## src/rtl/ex_muldiv_seq_if.sv

```systemverilog
`default_nettype none
// ============================================================================
// Module   : ex_muldiv_seq_if
// Brief    : EX-stage <-> multiply/divide sequencer handshake and operand bus.
// Revision : 1.0 - initial release
// ============================================================================
interface ex_muldiv_seq_if #(
  parameter int XLEN = 32
);
  logic            i_start;
  logic [2:0]      i_op;
  logic [XLEN-1:0] i_A;
  logic [XLEN-1:0] i_B;
  logic            i_flush;
  logic            o_stall;
  logic            o_busy;
  logic            o_done;
  logic [XLEN-1:0] o_result;

  // EX stage drives requests and consumes the result
  modport master (
    output i_start, i_op, i_A, i_B, i_flush,
    input  o_stall, o_busy, o_done, o_result
  );

  modport slave (
    input  i_start, i_op, i_A, i_B, i_flush,
    output o_stall, o_busy, o_done, o_result
  );
endinterface
`default_nettype wire

```

## src/rtl/ex_muldiv_seq.sv

```systemverilog
`default_nettype none
// ============================================================================
// Module   : ex_muldiv_seq
// Brief    : Iterative RV32M multiply/divide unit, one bit per cycle, with
//            divide-by-zero / signed-overflow fast paths and pipeline stall.
// Revision : 1.0 - initial release
// ============================================================================
module ex_muldiv_seq #(
  parameter int XLEN = 32
) (
  input  logic               i_clk,
  input  logic               i_rst,
  ex_muldiv_seq_if.slave     mdu
);

  localparam int                 c_CNT_W    = $clog2(XLEN);
  localparam logic [c_CNT_W-1:0] c_CNT_LAST = c_CNT_W'(XLEN - 1);
  localparam logic [c_CNT_W-1:0] c_CNT_ONE  = c_CNT_W'(1);

  localparam logic [1:0] c_IDLE = 2'd0;
  localparam logic [1:0] c_CALC = 2'd1;
  localparam logic [1:0] c_DONE = 2'd2;

  localparam logic [2:0] c_OP_MULH   = 3'b001;
  localparam logic [2:0] c_OP_MULHSU = 3'b010;
  localparam logic [2:0] c_OP_DIV    = 3'b100;
  localparam logic [2:0] c_OP_REM    = 3'b110;

  localparam logic [XLEN-1:0] c_MIN_NEG = {1'b1, {(XLEN-1){1'b0}}};

  logic [1:0]        r_state;
  logic [c_CNT_W-1:0] r_cnt;
  logic [2:0]        r_op;
  logic              r_sign_a;
  logic              r_sign_b;
  logic [XLEN-1:0]   r_opnd;
  logic [2*XLEN-1:0] r_acc;
  logic [XLEN-1:0]   r_result;

  // ---------------------------------------------------------------- accept
  logic            w_signed_a;
  logic            w_signed_b;
  logic            w_sign_a;
  logic            w_sign_b;
  logic [XLEN-1:0] w_mag_a;
  logic [XLEN-1:0] w_mag_b;
  logic            w_div_zero;
  logic            w_div_ovf;
  logic            w_fast;
  logic [XLEN-1:0] w_fast_res;

  assign w_signed_a = (mdu.i_op == c_OP_MULH) | (mdu.i_op == c_OP_MULHSU) |
                      (mdu.i_op == c_OP_DIV)  | (mdu.i_op == c_OP_REM);
  assign w_signed_b = (mdu.i_op == c_OP_MULH) | (mdu.i_op == c_OP_DIV) |
                      (mdu.i_op == c_OP_REM);
  assign w_sign_a   = w_signed_a & mdu.i_A[XLEN-1];
  assign w_sign_b   = w_signed_b & mdu.i_B[XLEN-1];
  assign w_mag_a    = w_sign_a ? -mdu.i_A : mdu.i_A;
  assign w_mag_b    = w_sign_b ? -mdu.i_B : mdu.i_B;

  assign w_div_zero = mdu.i_op[2] & (mdu.i_B == '0);
  assign w_div_ovf  = ((mdu.i_op == c_OP_DIV) | (mdu.i_op == c_OP_REM)) &
                      (mdu.i_A == c_MIN_NEG) & (mdu.i_B == '1);
  assign w_fast     = w_div_zero | w_div_ovf;
  // RISC-V defined results: x/0 -> all ones, x%0 -> x; MIN/-1 -> MIN, rem 0
  assign w_fast_res = w_div_zero ? (mdu.i_op[1] ? mdu.i_A : '1)
                                 : (mdu.i_op[1] ? '0 : c_MIN_NEG);

  // ------------------------------------------------------------- iteration
  logic              w_is_div;
  logic [XLEN:0]     w_rem_ext;
  logic [XLEN+1:0]   w_add_a;
  logic [XLEN+1:0]   w_add_b;
  logic              w_add_c;
  logic [XLEN+1:0]   w_sum;
  logic [2*XLEN-1:0] w_acc_nxt;

  assign w_is_div  = r_op[2];
  // Remainder after the {rem,quot} left shift, keeping the bit shifted out
  assign w_rem_ext = r_acc[2*XLEN-1:XLEN-1];

  always_comb begin
    w_add_a = {2'b00, r_acc[2*XLEN-1:XLEN]};
    w_add_b = '0;
    w_add_c = 1'b0;
    if (w_is_div) begin
      w_add_a = {1'b0, w_rem_ext};
      w_add_b = ~{2'b00, r_opnd};
      w_add_c = 1'b1;
    end else if (r_acc[0]) begin
      w_add_b = {2'b00, r_opnd};
    end
  end

  assign w_sum = w_add_a + w_add_b + {{(XLEN+1){1'b0}}, w_add_c};

  always_comb begin
    w_acc_nxt = {w_sum[XLEN:0], r_acc[XLEN-1:1]};
    if (w_is_div) begin
      if (!w_sum[XLEN+1]) begin
        w_acc_nxt = {w_sum[XLEN-1:0], r_acc[XLEN-2:0], 1'b1};
      end else begin
        w_acc_nxt = {w_rem_ext[XLEN-1:0], r_acc[XLEN-2:0], 1'b0};
      end
    end
  end

  // --------------------------------------------------------------- fix-up
  logic [2*XLEN-1:0] w_prod_neg;
  logic [2*XLEN-1:0] w_prod_sel;
  logic [XLEN-1:0]   w_quot;
  logic [XLEN-1:0]   w_rem;
  logic [XLEN-1:0]   w_quot_neg;
  logic [XLEN-1:0]   w_rem_neg;
  logic [XLEN-1:0]   w_fix;

  assign w_prod_neg = -w_acc_nxt;
  assign w_prod_sel = (r_sign_a ^ r_sign_b) ? w_prod_neg : w_acc_nxt;
  assign w_quot     = w_acc_nxt[XLEN-1:0];
  assign w_rem      = w_acc_nxt[2*XLEN-1:XLEN];
  assign w_quot_neg = -w_quot;
  assign w_rem_neg  = -w_rem;

  always_comb begin
    w_fix = w_prod_sel[2*XLEN-1:XLEN];
    if (r_op[2]) begin
      if (r_op[1]) begin
        w_fix = r_sign_a ? w_rem_neg : w_rem;
      end else begin
        w_fix = (r_sign_a ^ r_sign_b) ? w_quot_neg : w_quot;
      end
    end else if (r_op[1:0] == 2'b00) begin
      w_fix = w_prod_sel[XLEN-1:0];
    end
  end

  // ------------------------------------------------------------ sequencer
  always_ff @(posedge i_clk) begin
    if (i_rst) begin
      r_state  <= c_IDLE;
      r_cnt    <= '0;
      r_op     <= '0;
      r_sign_a <= 1'b0;
      r_sign_b <= 1'b0;
      r_opnd   <= '0;
      r_acc    <= '0;
      r_result <= '0;
    end else if (mdu.i_flush) begin
      r_state  <= c_IDLE;
      r_cnt    <= '0;
      r_op     <= '0;
      r_sign_a <= 1'b0;
      r_sign_b <= 1'b0;
      r_opnd   <= '0;
      r_acc    <= '0;
    end else begin
      case (r_state)
        c_IDLE: begin
          if (mdu.i_start) begin
            r_op     <= mdu.i_op;
            r_sign_a <= w_sign_a;
            r_sign_b <= w_sign_b;
            r_cnt    <= '0;
            // Multiply: multiplier in the low half, multiplicand in r_opnd.
            // Divide: dividend in the quotient half, divisor in r_opnd.
            r_opnd   <= mdu.i_op[2] ? w_mag_b : w_mag_a;
            r_acc    <= {{XLEN{1'b0}}, (mdu.i_op[2] ? w_mag_a : w_mag_b)};
            if (w_fast) begin
              r_result <= w_fast_res;
              r_state  <= c_DONE;
            end else begin
              r_state  <= c_CALC;
            end
          end
        end
        c_CALC: begin
          r_acc <= w_acc_nxt;
          if (r_cnt == c_CNT_LAST) begin
            r_cnt    <= '0;
            r_result <= w_fix;
            r_state  <= c_DONE;
          end else begin
            r_cnt <= r_cnt + c_CNT_ONE;
          end
        end
        c_DONE:  r_state <= c_IDLE;
        default: r_state <= c_IDLE;
      endcase
    end
  end

  logic w_done;

  assign w_done       = (r_state == c_DONE);
  assign mdu.o_done   = w_done;
  assign mdu.o_busy   = (r_state != c_IDLE);
  assign mdu.o_stall  = mdu.i_start & ~w_done;
  assign mdu.o_result = r_result;

endmodule
`default_nettype wire

```

## src/flat_wrapper.sv

```systemverilog
// flat-port wrapper written by rule: the top's interface ports become plain ports
module ex_muldiv_seq_flat 
#(
  parameter int XLEN = 32
)
  (i_clk, i_rst, mdu_i_start, mdu_i_op, mdu_i_A, mdu_i_B, mdu_i_flush, mdu_o_stall, mdu_o_busy, mdu_o_done, mdu_o_result);
  ex_muldiv_seq_if #(.XLEN(XLEN)) mdu_i ();
  input  logic i_clk;
  input  logic i_rst;
  input wire logic [$bits(mdu_i.i_start)-1:0] mdu_i_start;
  input wire logic [$bits(mdu_i.i_op)-1:0] mdu_i_op;
  input wire logic [$bits(mdu_i.i_A)-1:0] mdu_i_A;
  input wire logic [$bits(mdu_i.i_B)-1:0] mdu_i_B;
  input wire logic [$bits(mdu_i.i_flush)-1:0] mdu_i_flush;
  output wire logic [$bits(mdu_i.o_stall)-1:0] mdu_o_stall;
  output wire logic [$bits(mdu_i.o_busy)-1:0] mdu_o_busy;
  output wire logic [$bits(mdu_i.o_done)-1:0] mdu_o_done;
  output wire logic [$bits(mdu_i.o_result)-1:0] mdu_o_result;
  assign mdu_i.i_start = mdu_i_start;
  assign mdu_i.i_op = mdu_i_op;
  assign mdu_i.i_A = mdu_i_A;
  assign mdu_i.i_B = mdu_i_B;
  assign mdu_i.i_flush = mdu_i_flush;
  assign mdu_o_stall = mdu_i.o_stall;
  assign mdu_o_busy = mdu_i.o_busy;
  assign mdu_o_done = mdu_i.o_done;
  assign mdu_o_result = mdu_i.o_result;
  ex_muldiv_seq #(.XLEN(XLEN)) u_core (.i_clk(i_clk), .i_rst(i_rst), .mdu(mdu_i));
endmodule
```

## config.mk

```make
export PLATFORM = sky130hd
export DESIGN_NAME = ex_muldiv_seq_flat
export DESIGN_NICKNAME = d
export VERILOG_FILES = /design/src/rtl/ex_muldiv_seq_if.sv /design/src/rtl/ex_muldiv_seq.sv /design/src/flat_wrapper.sv
export SDC_FILE = /design/constraint.sdc
export NUM_CORES = 1
export LEC_CHECK = 0
export CELL_PAD_IN_SITES_DETAIL_PLACEMENT = 1
export CELL_PAD_IN_SITES_GLOBAL_PLACEMENT = 1
export CORE_ASPECT_RATIO = 0.8
export CORE_MARGIN = 4
export CORE_UTILIZATION = 30
export CTS_CLUSTER_SIZE = 16
export DETAILED_ROUTE_END_ITERATION = 12
export PLACE_DENSITY_LB_ADDON = 0.1
export SYNTH_ARGS = -nofsm -noshare
export SYNTH_HDL_FRONTEND = slang
export SYNTH_SLANG_ARGS = --single-unit
```

## constraint.sdc

```tcl
create_clock -name i_clk -period 7.4 [get_ports i_clk]
set_input_delay 1.48 -clock i_clk [delete_from_list [all_inputs] [get_ports i_clk]]
set_output_delay 1.48 -clock i_clk [all_outputs]
set_load 0.005 [all_outputs]
```

Yosys cells after proc, flatten, opt, wreduce, memory -nomap -nowiden
Cells that the tools add are included.
{ "totals": {"ff_bits": 140, "input_bits": 71, "out_inout_bits": 35, "elab_cells": 87} }
{ "op_classes": {"add_sub_neg": 8, "eq_ne": 12, "n_mux": 32, "bitwise_logic": 17, "n_reduce_logical": 10} }
{ "ops": {"columns": ["operator", "count"], "rows": [
  ["$mux 32", 16],
  ["$mux 64", 4],
  ["$neg 32->32", 4],
  ["$pmux 64 s2", 1],
  ["$eq 32x32->1 const B", 2],
  ["$neg 64->64", 1],
  ["$pmux 32 s2", 1],
  ["$add 33x34->34", 1],
  ["$add 34x1->34", 1],
  ["$mux 34", 1],
  ["$not 32->34", 1],
  ["$mux 33", 1],
  ["$logic_not 32->1", 1],
  ["$mux 5", 2],
  ["$pmux 5 s2", 1],
  ["$or 1x1->1", 7],
  ["$and 1x1->1", 6],
  ["$eq 3x3->1 const B", 2],
  ["$mux 2", 3],
  ["$reduce_and 2->1", 3],
  ["$add 5x1->5 const B", 1],
  ["$eq 5x5->1 const B", 1],
  ["$reduce_and 5->1", 1],
  ["$logic_not 2->1", 2],
  ["12 further kinds", 15]
]} }

Logic depth before layout (Yosys ltp)
{ "logic_depth": {"depth_word": 12, "depth_mapped": 37, "mapped_depth_nobuf": 22} }

Worst setup path before layout
Ideal clock, no wire load.
{ "synth_timing": {"kind": "flip-flop to flip-flop", "startpoint": "reg u_core.r_op[2]", "endpoint": "reg u_core.r_result[26] (netlist: u_core.mdu.o_result[26])", "setup_ns": 0.132, "arrival_time_ns": 7.814, "t_required_ns": 7.268, "slack_ns": -0.546, "stages_incl_launch_ff": 36, "n_path_buf": 15, "cell_sequence": "dfxtp_1 -> buf_2 -> buf_2 -> buf_2 -> buf_2 -> buf_2 -> buf_2 -> buf_1 -> clkbuf_1 -> buf_2 -> buf_1 -> clkbuf_1 -> mux2_2 -> ha_1 -> clkbuf_1 -> nand2_1 -> or4_1 -> o21bai_1 -> o21a_2 -> nand2_1 -> buf_2 -> clkbuf_1 -> nor2_1 -> ha_1 -> clkbuf_1 -> and3_1 -> and3_1 -> and2_1 -> nand2_1 -> inv_1 -> o41ai_1 -> or4_1 -> a41oi_1 -> o2bb2ai_1 -> a21oi_1 -> nor3_1"} }
{ "synth_between": {"elab_chain_cells": 11} }
{ "synth_rtl": {"columns": ["element", "line", "rtl"], "rows": [
  ["start: declaration", "ex_muldiv_seq.sv:33", "logic [2:0] r_op;"],
  ["start signal: assignment", "ex_muldiv_seq.sv:160", "r_op <= mdu.i_op;"],
  ["$mux 33 / $mux 34 (equally long branches)", "ex_muldiv_seq.sv:86", "if (w_is_div) begin"],
  ["$add 33x34->34", "ex_muldiv_seq.sv:95", "assign w_sum = w_add_a + w_add_b + {{(XLEN+1){1'b0}}, w_add_c};"],
  ["$add 34x1->34", "ex_muldiv_seq.sv:95", null],
  ["$mux 64", "ex_muldiv_seq.sv:100", "if (!w_sum[XLEN+1]) begin"],
  ["$mux 64", "ex_muldiv_seq.sv:99", "if (w_is_div) begin"],
  ["$neg 64->64, or another cell as far along", "ex_muldiv_seq.sv:117", "assign w_prod_neg = -w_acc_nxt;"],
  ["$mux 64, or another cell as far along", "ex_muldiv_seq.sv:118", "assign w_prod_sel = (r_sign_a ^ r_sign_b) ? w_prod_neg : w_acc_nxt;"],
  ["$mux 32, on equally long branches", "ex_muldiv_seq.sv:132, ex_muldiv_seq.sv:127", null],
  ["$mux 32 *", "ex_muldiv_seq.sv:126", "if (r_op[2]) begin"],
  ["$mux 32 *", "ex_muldiv_seq.sv:178", "if (r_cnt == c_CNT_LAST) begin"],
  ["$pmux 32 s2 *", "ex_muldiv_seq.sv:157", "case (r_state)"],
  ["end signal: assignment", "ex_muldiv_seq.sv:169", "r_result <= w_fast_res;"],
  ["end signal: assignment", "ex_muldiv_seq.sv:180", "r_result <= w_fix;"],
  ["end: declaration", "ex_muldiv_seq.sv:38", "logic [XLEN-1:0] r_result;"]
]} }
Mark *: on every way between the ends. The rest lies on a longest branch, timed or not. The select of a mux whose other input is x is not followed.
A chain may end at the register's enable or synchronous reset.

Worst setup path in the final report
{ "layout_timing": {"startpoint": "reg u_core.r_acc[0]", "endpoint": "reg u_core.r_result[19] (netlist: u_core.mdu.o_result[19])"} }
{ "layout_between": {"elab_chain_cells": 12} }
{ "layout_rtl": {"columns": ["element", "line", "rtl"], "rows": [
  ["start: declaration", "ex_muldiv_seq.sv:37", "logic [2*XLEN-1:0] r_acc;"],
  ["start signal: assignment", "ex_muldiv_seq.sv:167", "r_acc <= {{XLEN{1'b0}}, (mdu.i_op[2] ? w_mag_a : w_mag_b)};"],
  ["start signal: assignment", "ex_muldiv_seq.sv:177", "r_acc <= w_acc_nxt;"],
  ["$mux 32", "ex_muldiv_seq.sv:90", "end else if (r_acc[0]) begin"],
  ["$mux 34", "ex_muldiv_seq.sv:86", null],
  ["$add 33x34->34", "ex_muldiv_seq.sv:95", null],
  ["$add 34x1->34", "ex_muldiv_seq.sv:95", null],
  ["$mux 64", "ex_muldiv_seq.sv:100", null],
  ["$mux 64 *", "ex_muldiv_seq.sv:99", null],
  ["$neg 64->64, or another cell as far along", "ex_muldiv_seq.sv:117", null],
  ["$mux 64, or another cell as far along", "ex_muldiv_seq.sv:118", null],
  ["$mux 32, on equally long branches", "ex_muldiv_seq.sv:132, ex_muldiv_seq.sv:127", null],
  ["$mux 32 *", "ex_muldiv_seq.sv:126", null],
  ["$mux 32 *", "ex_muldiv_seq.sv:178", null],
  ["$pmux 32 s2 *", "ex_muldiv_seq.sv:157", null]
]} }
Marks and branches as above.

==> results.py <==
metrics = {
    "status": {
        "status": "finished clean",
    },
    "clock_tree": {
        "cts_tree": "built",
        "path_clk_slew_ns": 0.07,
        "cts_buffer_depth": 2,
        "cts_root_buffer": "clkbuf_16",
        "post-cts-setup-buffers": 0,
        "cts_hold_buffers": 0,
        "cts.sinks": 140,
        "clkLatencyLatePin_ns": 0.46,
        "cts-resized-gates": 0,
        "cts_buffers": 17,
        "htree_levels": 4,
    },
    "critical_path": {
        "crit_family": "compound AO/OA/AOI/OAI gates",
        "cp-start-kind": "flip-flop",
        "arrival_ns": 7.01,
        "path_cells": "nor2b_2 -> buf_4 -> nand2_1 -> o21ai_0 -> fa_1 -> inv_1 -> fa_1 -> nand2b_1 -> a211o_1 -> a2111oi_4 -> a221o_1 -> a211oi_1 -> o221ai_1 -> nand3_1 -> or2_1 -> or4b_1 -> o41ai_2 -> xor2_1 -> a221oi_1 -> a21o_1",
        "max_stage_delay_ns": 0.59,
        "critPathMaxFanout": 22,
        "crit_top_cell": "fa_1",
        "cp_slowest_cell": "or4b_1",
        "cp_data_required_time_ns": 7.76,
        "end_kind": "flip-flop",
        "ff2ff_setup_slack_ns": 0.75,
        "path_class": "flip-flop to flip-flop",
        "crit_buf_inv": 2,
    },
    "drt": {
        "viasPerCell": 6.04,
        "route.detailed.drc": 0,
        "firstDrtPassIters": 8,
        "initialDrtViolationCount": 1505,
        "via_count": 16900,
        "wire_per_inst_microns": 26.6,
        "postRouteAntennaNets": 0,
        "routed_wl_microns": 74500,
    },
    "synthesis": {
        "yosys.cell_types.count": 90,
        "synth_compound_area_share_pct": 31.8,
        "syn_area_sq_um": 14700,
        "synth_fp_nets": 2252,
        "synthSimpleGateAreaFrac_pct": 25.3,
        "synth-edff-count": 0,
        "synthMuxAreaShare_pct": 5.62,
        "synth-xor-area-share_pct": 9.40,
        "synth_seq_cells": 140,
        "async_flop_share_pct": 0,
        "ys_seq_area_share_pct": 19.0,
        "synth_fa_ha_area_share_pct": 3.59,
        "avgSynthCellArea_sq_um": 6.88,
        "yosys_most_used_dff": "dfxtp_1",
        "synth_cells": 2140,
        "synth_top_family_by_area": "compound AO/OA/AOI/OAI gates",
        "ys_warn_count": 0,
    },
    "run": {
        "cap_violations": 0,
    },
    "floorplanning": {
        "start_util_pct": 30.4,
        "core-area_sq_um": 48500,
        "rows": 72,
        "dieArea_sq_um": 52700,
        "die_y_microns": 206,
        "die_w_microns": 256,
        "io_pins": 106,
    },
    "cells_and_area": {
        "layout-drive-gt1-share_pct": 7.76,
        "nNetsFinal": 2265,
        "fin_util_pct": 35.0,
        "area_growth_pct": 15.2,
        "fillers": 6030,
    },
    "sta": {
        "hold_viol": 0,
        "fmax_mhz": 150,
        "period_share_pct": 89.9,
        "slew_viol_final": 0,
        "relSlewSlack_pct": 17.0,
        "rsz0062_at_grt": "no",
        "setup_viol": 0,
        "period_minus_slack_ns": 6.65,
        "finClkSkew_ns": 0.0152,
        "setup_tns_ns": 0,
        "tightest_slew_ns": 1.24,
    },
    "global_route": {
        "grt_max_degree": 107,
        "first_global_vias": 16200,
        "overflow": 0,
        "grt_use_total_pct": 27.5,
        "grt_antenna_before_repair": 0,
        "grt_pass1_wl_microns": 110000,
    },
    "place": {
        "numPortBuffers": 105,
        "place_hpwl_microns": 59300,
        "gp_congestion": 0.922,
    },
    "power": {
        "ir_worst_vdd_v": 0.000172,
        "p_leak_nw": 5.73,
        "p_per_area_nw_per_um2": 147,
    },
    "hold_path": {
        "worst_hold_path_type": "flip-flop to flip-flop",
    },
}
## synthesized netlist by cell type, types with 6 or more instances
library cell  instances  area share, %
o211ai_1             63            3.2
inv_1                41            1.0
nor2b_1              10           0.42
a221o_1               8           0.54
a311oi_1             12           0.71
nor2_1              233            5.9
mux2_2               29            2.2
o221ai_1             14           0.83
a31oi_1              37            1.6
nor3b_1               8           0.41
and2_1               23           0.98
dfxtp_1             140             19
nand2b_1             14           0.59
xnor2_1              87            5.2
nand4_1              26            1.1
clkbuf_1            119            3.0
nor3_1               60            2.0
nand2_1             283            7.2
or4_1                12           0.61
a221oi_1             30            1.8
or3_1                16           0.68
nand3b_1              7           0.36
o21ai_0             156            5.3
mux2i_1              50            3.4
buf_1                22           0.56
a21o_1               11           0.56
xor2_1               71            4.2
a21oi_1             208            7.1
nand3_1              52            1.8
a22oi_1               6           0.31
and3_1                8           0.34
and4_1                6           0.36
buf_2                15           0.51
nor4_1               21           0.89
o21a_1                9           0.46
a211o_1               8           0.48
ha_1                 39            3.3
o21ai_1               9           0.31
or2_2                11           0.47
a211oi_1             22            1.1
o31ai_1              23            1.2
o22ai_1               9           0.38
o41ai_1              10           0.59
## layout by cell type, fill, tap and decap left out, types with 9 or more instances in the layout
cell             instances
or2_2                   10
a311oi_1                12
a21o_1                  11
nor2_1                 232
nand4_1                 26
nand2b_1                13
or4_1                   12
o221ai_1                14
buf_4                   46
a221oi_1                30
o41ai_1                 10
mux2_2                  29
o21ai_0                156
nor4_1                  20
mux2i_1                 50
clkbuf_16               17
nor3_1                  60
o211ai_1                63
o22ai_1                  9
or3_1                   16
ha_1                    39
nand3_1                 52
a31oi_1                 37
inv_1                   41
xor2_1                  70
nand2_1                282
a211oi_1                21
clkdlybuf4s50_1        104
and2_1                  22
o31ai_1                 23
o21ai_1                  9
a21oi_1                208
xnor2_1                 86
dfxtp_1                139
o21a_1                   9
## state kept, by name, summed over array words and instances, names as in the netlist
register and count:
u_core.r_sign_a 1, u_core.r_sign_b 1, u_core.r_state 2, u_core.r_op 3, u_core.r_acc 64, u_core.mdu.o_result 32, u_core.r_opnd 32, u_core.r_cnt 5
## worst reg2reg max path, stage by stage, from the launching register on
cell       delay [ns]
dfxtp_1          0.51
nor2b_2          0.41
buf_4            0.34
nand2_1          0.11
o21ai_0          0.15
fa_1             0.29
inv_1            0.06
fa_1             0.40
nand2b_1         0.18
a211o_1          0.36
a2111oi_4        0.58
a221o_1          0.23
a211oi_1         0.10
o221ai_1         0.52
nand3_1          0.25
or2_1            0.35
or4b_1           0.60
o41ai_2          0.37
xor2_1           0.37
a221oi_1         0.19
a21o_1           0.18
## final cells by class
| class | count | area (sq um) | share of cell area [%] |
|---|---|---|---|
| multi-input combinational | 1799 | 11200 | 66.0 |
| sequential | 140 | 2810 | 16.5 |
| timing repair buffer | 152 | 1410 | 8.32 |
| tap | 629 | 787 | 4.64 |
| clock buffer | 22 | 484 | 2.85 |
| inverter | 43 | 161 | 0.952 |
| clock inverter | 9 | 110 | 0.649 |
| antenna | 1 | 2.50 | 0.0148 |
## logic make-up (layout without fill, tap and decap cells)
kind of cell / after synthesis / after routing
AOI/OAI and AO/OA: 714 / 714
xor gates and xnor gates: 158 / 158
adders and majority gates: 41 / 41
buffers and inverters: 201 / 226
DFF: 140 / 140
muxes: 79 / 79
other: 0 / 1
and+or+nand+nor: 807 / 807
## per-layer routing
layer | up-vias | share of wire (%) | track usage, %
met3 | 45 | 5.9 | 4.15
met4 | 0 | 1.4 | 4.93
met2 | 483 | 40 | 39.7
met1 | 8467 | 52 | 43.1
li1 | 7873 | - | -
met5 | - | 0 | 0
## path summary, 6_finish.rpt
kind / to / from / cells after the start
setup reg to reg: u_core.mdu.o_result[19]$_SDFFE_PP0P_ / u_core.r_acc[0]$_SDFFE_PP0P_ / 20
hold reg to reg: u_core.r_cnt[4]$_SDFFE_PP0P_ / u_core.r_cnt[4]$_SDFFE_PP0P_ / 2
setup / recovery: u_core.mdu.o_result[19]$_SDFFE_PP0P_ / u_core.r_acc[0]$_SDFFE_PP0P_ / 20
hold / removal: u_core.r_cnt[4]$_SDFFE_PP0P_ / u_core.r_cnt[4]$_SDFFE_PP0P_ / 2
## where the power goes
group	internal [W]	switching (W)	leakage [nW]	total [W]
sequential	0.000775	0.0000288	1.14	0.000803
clock	0.000530	0.000378	0.285	0.000909
combinational	0.000244	0.000531	4.31	0.000775
## per-stage QoR
step / worst slack (ns) / std cells / cell area [sq um] / hold slack (ns) / power [W]
2_1_floorplan: 0.0285 / 2140 / 14700 / 0.414 / 0.00126
4_1_cts: 0.857 / 2794 / 17000 / 0.474 / 0.00248
3_5_place_dp: 0.925 / 2763 / 16400 / 0.464 / 0.00157
3_3_place_gp: 1.06 / 2763 / 16400 / 0.437 / 0.00157
5_1_grt: 0.348 / 2794 / 17000 / 0.497 / 0.00259
6_report: 0.750 / 2795 / 17000 / 0.476 / 0.00249
Power figures use the tool's default switching activity.
==> RTL change, RTL diff (same flow settings) <==
`XLEN` is set to 32 in 3 places; all go to 16.
--- a/src/rtl/ex_muldiv_seq_if.sv
+++ b/src/rtl/ex_muldiv_seq_if.sv
@@ -5,7 +5,7 @@
 // Revision : 1.0 - initial release
 // ============================================================================
 interface ex_muldiv_seq_if #(
-  parameter int XLEN = 32
+  parameter int XLEN = 16
 );
   logic            i_start;
   logic [2:0]      i_op;
--- a/src/rtl/ex_muldiv_seq.sv
+++ b/src/rtl/ex_muldiv_seq.sv
@@ -6,7 +6,7 @@
 // Revision : 1.0 - initial release
 // ============================================================================
 module ex_muldiv_seq #(
-  parameter int XLEN = 32
+  parameter int XLEN = 16
 ) (
   input  logic               i_clk,
   input  logic               i_rst,
--- a/src/flat_wrapper.sv
+++ b/src/flat_wrapper.sv
@@ -1,7 +1,7 @@
 // flat-port wrapper written by rule: the top's interface ports become plain ports
 module ex_muldiv_seq_flat 
 #(
-  parameter int XLEN = 32
+  parameter int XLEN = 16
 )
   (i_clk, i_rst, mdu_i_start, mdu_i_op, mdu_i_A, mdu_i_B, mdu_i_flush, mdu_o_stall, mdu_o_busy, mdu_o_done, mdu_o_result);
   ex_muldiv_seq_if #(.XLEN(XLEN)) mdu_i ();
Interface: changed (resized mdu_i_A, mdu_i_B and mdu_o_result); port bits go from 106 to 58. The function was not compared with the original's and may differ.
==> RTL change against the original RTL <==
Non-clock buffer count down 75; setup slack better by 0.98 ns; synthesized area down 50%; design area down 50%; sequential power down 47%; sequential cell count down 65; power down 51%; routed wire length down 58%; critical path type unchanged; highest routed layer unchanged.
==> RTL change: results (changes against the original RTL) <==
Run status
  • Outcome: finished, final reports clean

Logic synthesis
  • Top post-synthesis cells by count: sky130_fd_sc_hd__nand2_1 (141), sky130_fd_sc_hd__nor2_1 (110), sky130_fd_sc_hd__a21oi_1 (94)
  • Instance count of the mapped netlist: 1,046 (-51%)
  • Syn_nets: 1,109 (-51%)
  • Synth Area in Adders: 0.0428 (+0.00697)
  • Most area-consuming cells after synthesis: sky130_fd_sc_hd__dfxtp_1 (20%), sky130_fd_sc_hd__nand2_1 (7.2%), sky130_fd_sc_hd__a21oi_1 (6.4%)
  • Share of the synthesized netlist area taken by xor and xnor gates: 0.0976 (+0.00358)
  • Compound-cell area share of the yosys netlist: 0.298 (-0.0198)
  • Register area share after synthesis: 0.204 (+0.0136)

GRT
  • Pin count of the biggest net entering global routing: 60 (-44%)
  • Global-route track usage on met1: 0.358 (-0.0734)
  • Wire length of the first global-routing pass: 47,800 um (-57%)
  • Global-route track usage on met3: 0.0369 (-0.00461)
  • Met2 usage in global routing: 0.327 (-0.0697)
  • Via count of the first global-routing pass: 7,674 (-53%)

Detailed routing
  • Met3 layer wire length in the routed design: 1530 um (-65%)
  • Number of DRC markers after the initial detailed-route iteration: 636 (-58%)
  • Routed length on met1: 16,500 um (-58%)
  • Count of TritonRoute iterations in the first routing pass: 5 (-3)
  • Total number of vias: 7,955 (-53%)

Power
  • Leakage Power: 3.00 nW (-48%)
  • Switching Fraction: 0.353 (-0.0241)

Layout
  • Final non-filler cell total: 1,382 (-51%)
  • Number of flip-flops under the largest register name: 32 (-50%)
  • Number of antenna diodes: 0 (-1)
  • Relative area change from synthesis to final layout: 15.3% (about the same)
  • Layout cells sized above 1: 0.0757 (-0.00190)

Placed design
  • Area after DPL: 8190 sq um (-50%)
  • Pre-CTS setup slack: 1.78 ns (+0.856 ns)

Clock network
  • Insertion delay to the later sink of the worst-skew pair: 0.36 ns (-0.10 ns)
  • Number of H-tree levels: 3 (-1)
  • Total clock buffers created by CTS: 9 (-8)

STA
  • Part of the cycle the worst path needs: 0.766 (-0.132)
  • Slew @ Worst Pin: 1.03 ns (-0.216 ns)
  • Hold WS: 0.460 ns (-0.0163 ns)
  • Max Clock Skew: 0.00798 ns (-0.00718 ns)

Setup path
  • Register-to-register setup slack: 1.73 ns (+0.98 ns)
  • Crit Path Max Fanout: 37 (+68%)
  • CP endpoint: u_core.mdu.o_result[14]$_SDFFE_PP0P_
  • WP data arrival: 5.91 ns (-1.10 ns)
  • CP max-delay cell: sky130_fd_sc_hd__or4_4

Min path
  • Hold-critical path endpoint: u_core.mdu.o_result[5]$_SDFFE_PP0P_
[RTL change: cell types whose count changed after synthesis, sizes merged, moves of 35 or more]
cell    delta
nand2    -142
nor2     -124
a21oi    -114
o21ai     -89
clkbuf    -71
dfxtp     -65
xnor2     -41
o211ai    -39
xor2      -35
[RTL change: final cells by class]
| type | instances | area share |
|---|---|---|
| clock inverter | 6 | 0.00781 |
| sequential | 75 | 0.177 |
| clock buffer | 10 | 0.0270 |
| multi-input combinational | 872 | 0.644 |
| inverter | 30 | 0.0133 |
| tap | 312 | 0.0460 |
| timing repair buffer | 77 | 0.0849 |
[RTL change: power groups by stage]
stage / logic (mW) / clock network (mW) / registers [mW]
floorplan: 0.213 / 0 / 0.430
global placement: 0.335 / 0 / 0.437
detailed placement: 0.336 / 0 / 0.437
CTS: 0.338 / 0.465 / 0.428
global route: 0.371 / 0.483 / 0.429
finish: 0.340 / 0.455 / 0.428
